===== src/rtl/fm_modulator.sv =====
// fm_modulator: baseband FM modulator, clk/reset/clk_enable/in_msg (ufix13_En12) in, out_I/out_Q (sfix39_En36)/out_valid/ce_out out, 19-cycle CORDIC pipeline
module fm_modulator #(
  parameter int PHASE_W = 24,
  parameter logic [PHASE_W-1:0] FC_WORD = '0,
  parameter logic [19:0] KF_WORD = 20'h10000,
  parameter int AMP = 196608
) (
  input  logic               clk,
  input  logic               reset,
  input  logic               clk_enable,
  input  logic [12:0]        in_msg,
  output logic signed [38:0] out_I,
  output logic signed [38:0] out_Q,
  output logic               out_valid,
  output logic               ce_out
);
  localparam logic [4:0] LAT = 5'd19;
  localparam logic signed [20:0] X0 = 21'((64'(AMP) * 64'd39797) >> 16);
  localparam logic signed [15:0] ATAN [16] = '{
    16'sd8192, 16'sd4836, 16'sd2555, 16'sd1297, 16'sd651, 16'sd326, 16'sd163, 16'sd81,
    16'sd41, 16'sd20, 16'sd10, 16'sd5, 16'sd3, 16'sd1, 16'sd1, 16'sd0
  };
  logic signed [13:0] m;
  logic signed [34:0] prod;
  logic [PHASE_W-1:0] fcw_q, fcw_d, phase_q, phase_d;
  logic [15:0] p;
  logic signed [20:0] x_q [17];
  logic signed [20:0] x_d [17];
  logic signed [20:0] y_q [17];
  logic signed [20:0] y_d [17];
  logic signed [15:0] z_q [16];
  logic signed [15:0] z_d [16];
  logic signed [38:0] i_q, i_d, q_q, q_d;
  logic [4:0] cnt_q, cnt_d;
  logic valid_q, valid_d;
  assign m = $signed({1'b0, in_msg}) - 14'sd4096;
  assign prod = 35'(m) * 35'($signed({1'b0, KF_WORD}));
  assign fcw_d = FC_WORD + PHASE_W'(prod >>> 12);
  assign phase_d = phase_q + fcw_q;
  assign p = phase_q[PHASE_W-1 -: 16];
  assign x_d[0] = p[15:14] == 2'd0 ? X0 : p[15:14] == 2'd2 ? -X0 : '0;
  assign y_d[0] = p[15:14] == 2'd1 ? X0 : p[15:14] == 2'd3 ? -X0 : '0;
  assign z_d[0] = $signed({2'b00, p[13:0]});
  for (genvar i = 0; i < 16; i++) begin : g_c
    assign x_d[i+1] = z_q[i][15] ? x_q[i] + (y_q[i] >>> i) : x_q[i] - (y_q[i] >>> i);
    assign y_d[i+1] = z_q[i][15] ? y_q[i] - (x_q[i] >>> i) : y_q[i] + (x_q[i] >>> i);
    if (i < 15) begin : g_z
      assign z_d[i+1] = z_q[i][15] ? z_q[i] + ATAN[i] : z_q[i] - ATAN[i];
    end
  end
  assign i_d = {x_q[16], 18'd0};
  assign q_d = {y_q[16], 18'd0};
  assign cnt_d = cnt_q == LAT ? cnt_q : cnt_q + 5'd1;
  assign valid_d = cnt_d == LAT;
  always_ff @(posedge clk or posedge reset) begin
    if (reset) begin
      fcw_q <= '0;
      phase_q <= '0;
      x_q <= '{default: '0};
      y_q <= '{default: '0};
      z_q <= '{default: '0};
      i_q <= '0;
      q_q <= '0;
      cnt_q <= '0;
      valid_q <= 1'b0;
    end else if (clk_enable) begin
      fcw_q <= fcw_d;
      phase_q <= phase_d;
      x_q <= x_d;
      y_q <= y_d;
      z_q <= z_d;
      i_q <= i_d;
      q_q <= q_d;
      cnt_q <= cnt_d;
      valid_q <= valid_d;
    end
  end
  assign out_I = i_q;
  assign out_Q = q_q;
  assign out_valid = valid_q;
  assign ce_out = clk_enable;
endmodule


===== config.mk =====
export PLATFORM = sky130hd
export DESIGN_NAME = fm_modulator
export DESIGN_NICKNAME = d
export VERILOG_FILES = /design/src/rtl/fm_modulator.sv
export SDC_FILE = /design/constraint.sdc
export NUM_CORES = 2
export LEC_CHECK = 0
export BUFFER_PORTS_ARGS = -buffer_cell sky130_fd_sc_hd__buf_2
export CAP_MARGIN = 20
export CORE_MARGIN = 3
export CORE_UTILIZATION = 40
export DETAILED_ROUTE_END_ITERATION = 16
export GPL_TIMING_DRIVEN = 0
export PLACE_DENSITY = 0.65
export RECOVER_POWER = 50
export SYNTH_ARGS = -nofsm -noshare
export SYNTH_HDL_FRONTEND = slang
export SYNTH_SLANG_ARGS = --single-unit

===== constraint.sdc =====
create_clock -name clk -period 89.1 [get_ports clk]
set_clock_uncertainty 0.15 [all_clocks]
set_input_delay 26.73 -clock clk [delete_from_list [all_inputs] [get_ports clk]]
set_output_delay 26.73 -clock clk [all_outputs]
set_load 0.005 [all_outputs]

==> results by group <==
Status
  • Failing checks: capacitance limit, slew limit
  • Outcome: finished with violations

Route
  • DR pass1 iterations: 6
  • 1st-iter DRT viols: approximately 6000
  • Drc violations: 0
  • WL per Instance: between 20 and 25 um
  • Final WL: approximately 260 mm
  • Via count: about 68000
  • Antenna Nets Post-Route: 0
  • Vias per cell: 5.78

Clocking
  • Post-CTS resize count: 0
  • Clock Latency Late Sink: 0.77 ns
  • CTS buffer count: 120
  • TritonCTS clock tree: done
  • Worst-path clk slew: roughly 0.06 ns
  • Htree depth: 3
  • Post-CTS Setup Bufs: 0
  • Root Buffer: clkbuf_16
  • Clock Tree Buf Depth: 3
  • CTS Hold Bufs: 0
  • CTS Sinks: between 900 and 1000

Layout
  • Share of cells above drive strength 1: 10.9%
  • Area grow syn2layout: 10.3%
  • Fin nets: roughly 10000

STA
  • Max-slew headroom: -349%
  • Slew of the pin with the lowest slew margin: roughly 6.7 ns
  • Final Hold Violating Endpoints: 0
  • TNS Setup: 0 ns
  • Max frequency: between 0.015 and 0.02 GHz
  • Final period util: 61.1%
  • Final Max Slew Viols: 998
  • Setup violations, final: 0
  • Crit path time final: ~54 ns
  • RSZ-0062 raised after global routing: no

Worst hold path
  • HP Class: reg2reg
  • Hold Path Origin: z_q[253]

Die
  • Full die area: between 200000 and 250000 um2
  • Area of the core: 201000 um2
  • # IOs: between 90 and 100
  • Starting density of the core: between 40% and 50%
  • # rows: about 160
  • Die Span Y: 457 um
  • Die width: 457 um

Global route
  • Vias in the first global route: ~66000
  • Pin count of the biggest net entering global routing: 128
  • Gr usage total: between 20% and 30%
  • Gr ovfl total: 0
  • Global-route wire length before repair: 397 mm
  • Antenna violations before repair: 14

Yosys
  • Async SR Flop Fraction: between 90% and 100%
  • Most used DFF post-synth: dfrtp_1
  • Proportion of netlist area held by the largest area contributor: 30.6%
  • Post-synthesis register bit count: 995
  • Post-synth EDFFs: 0
  • Cell count after synthesis: between 8000 and 9000
  • Register area share after synthesis: a little under a third
  • Mapped Area: around 81000 um2
  • Mapped Avg Cell Area: between 9 and 10 um2
  • Synth warn: 0
  • Dominant cells by area after synthesis: dfrtp_1, ha_1, mux2_2
  • Post-synth top area cell: dfrtp_1
  • Post-synthesis cell type count: 95

Job
  • Max Cap Viol: 18

Place
  • Routability cong.: slightly above 0.9
  • Port Buffers: 59
  • Detail Placement HPWL: ~200 mm

Setup path
  • Worst R2R Setup Slack: approximately 84 ns
  • Crit path max fanout: 6
  • CP Class: in2out
  • RR Endpoint: y_q[125]
  • WP data arrival: approximately 28 ns
  • FF-to-FF Start: z_q[95]
  • Crit end category: primary output
  • R2R depth: 15
  • Worst setup SP type: input pin
  • Critical Path Source: clk_enable
  • Worst setup path endpoint: ce_out
  • Critical Path RT: between 60 and 70 ns
-- stage by stage --
| stage | hold WS [ns] | std cells | setup slack [ns] | area (um2) | util, % |
|---|---|---|---|---|---|
| 2_1_floorplan | 0.268 | 8814 | 34.23 | 81400 | - |
| 3_3_place_gp | 0.285 | 11529 | 23.12 | 85000 | 42.3 |
| 3_5_place_dp | 0.295 | 11561 | 34.95 | 85700 | 42.7 |
| 4_1_cts | 0.301 | 11783 | 34.94 | 89900 | 44.7 |
| 5_1_grt | 0.319 | 11787 | 34.65 | 89600 | 44.6 |
| 6_report | 0.301 | 11789 | 34.67 | 89600 | 44.6 |
-- routing by layer --
layer	GRT usage [%]	up-vias	part of all wire (%)
met4	7.78	2	3.7
met2	38.9	1997	45
met5	0	-	0.0050
met1	33.6	33571	45
li1	-	32184	-
met3	2.88	420	5.9
-- synthesized netlist by cell type (116+ instances only) --
master,count
dfrtp_1,995
ha_1,926
a21oi_1,834
nor2_1,717
xnor2_1,668
mux2_2,629
nand2_1,502
inv_1,359
xor2_1,309
a21o_1,305
o21ai_0,304
nor3_1,264
clkbuf_1,204
nand3_1,127
o21ai_1,116
-- flip-flops by register name, indices dropped and copies added, names as in the netlist, 20 cells and up --
name     count
y_q        318
z_q        237
x_q        317
i_d         21
q_d         21
out_Q       21
phase_q     20
out_I       21
-- layout make-up --
cell class	count	area [um2]
Fill cell	19280	111000
Multi-Input combinational cell	7170	53900
Sequential cell	995	24900
Clock buffer	172	3510
Tap cell	2656	3320
Inverter	365	1370
Buffer	284	1240
Timing Repair Buffer	94	709
Clock inverter	50	627
Antenna cell	3	7.51
-- worst max-delay path, stage by stage --
cell	delay (ns)
clkbuf_1	0.50
buf_4	0.21
buf_2	0.10
-- how the worst min path moves through the flow --
stage | end | slack (ns) | cells past startpoint
4_1_cts | z_q[238] | 0.30 | 1
3_3_place_gp | z_q[238] | 0.29 | 1
6_report | z_q[238] | 0.30 | 1
2_1_floorplan | z_q[238] | 0.27 | 1
3_5_place_dp | z_q[238] | 0.29 | 1
5_1_grt | z_q[238] | 0.32 | 1
-- cell usage in the layout, fill, tap and decap left out, types with 83 or more instances in the layout --
cell type and n:
a21o_1 305, a21oi_1 834, a31oi_1 103, clkbuf_1 249
clkbuf_16 121, dfrtp_1 995, ha_1 926, inv_1 358
mux2_2 629, nand2_1 502, nand3_1 127, nor2_1 717
nor2b_1 83, nor3_1 264, o21a_1 106, o21ai_0 304
o21ai_1 116, xnor2_1 668, xor2_1 309
-- logic make-up after synthesis --
family / after synthesis / synth area share [%]
AOI/OAI and AO/OA: 2345 / 18.2
and+or+nand+nor: 2127 / 12.3
DFF: 995 / 30.6
adders and majority gates: 978 / 15.5
xor gates and xnor gates: 977 / 10.5
muxes: 707 / 9.68
buffers and inverters: 649 / 3.17
other: 1 / 0.00461
Power is not shown: default switching activity piles up to over one toggle a cycle in this logic, so the estimate is an artifact.
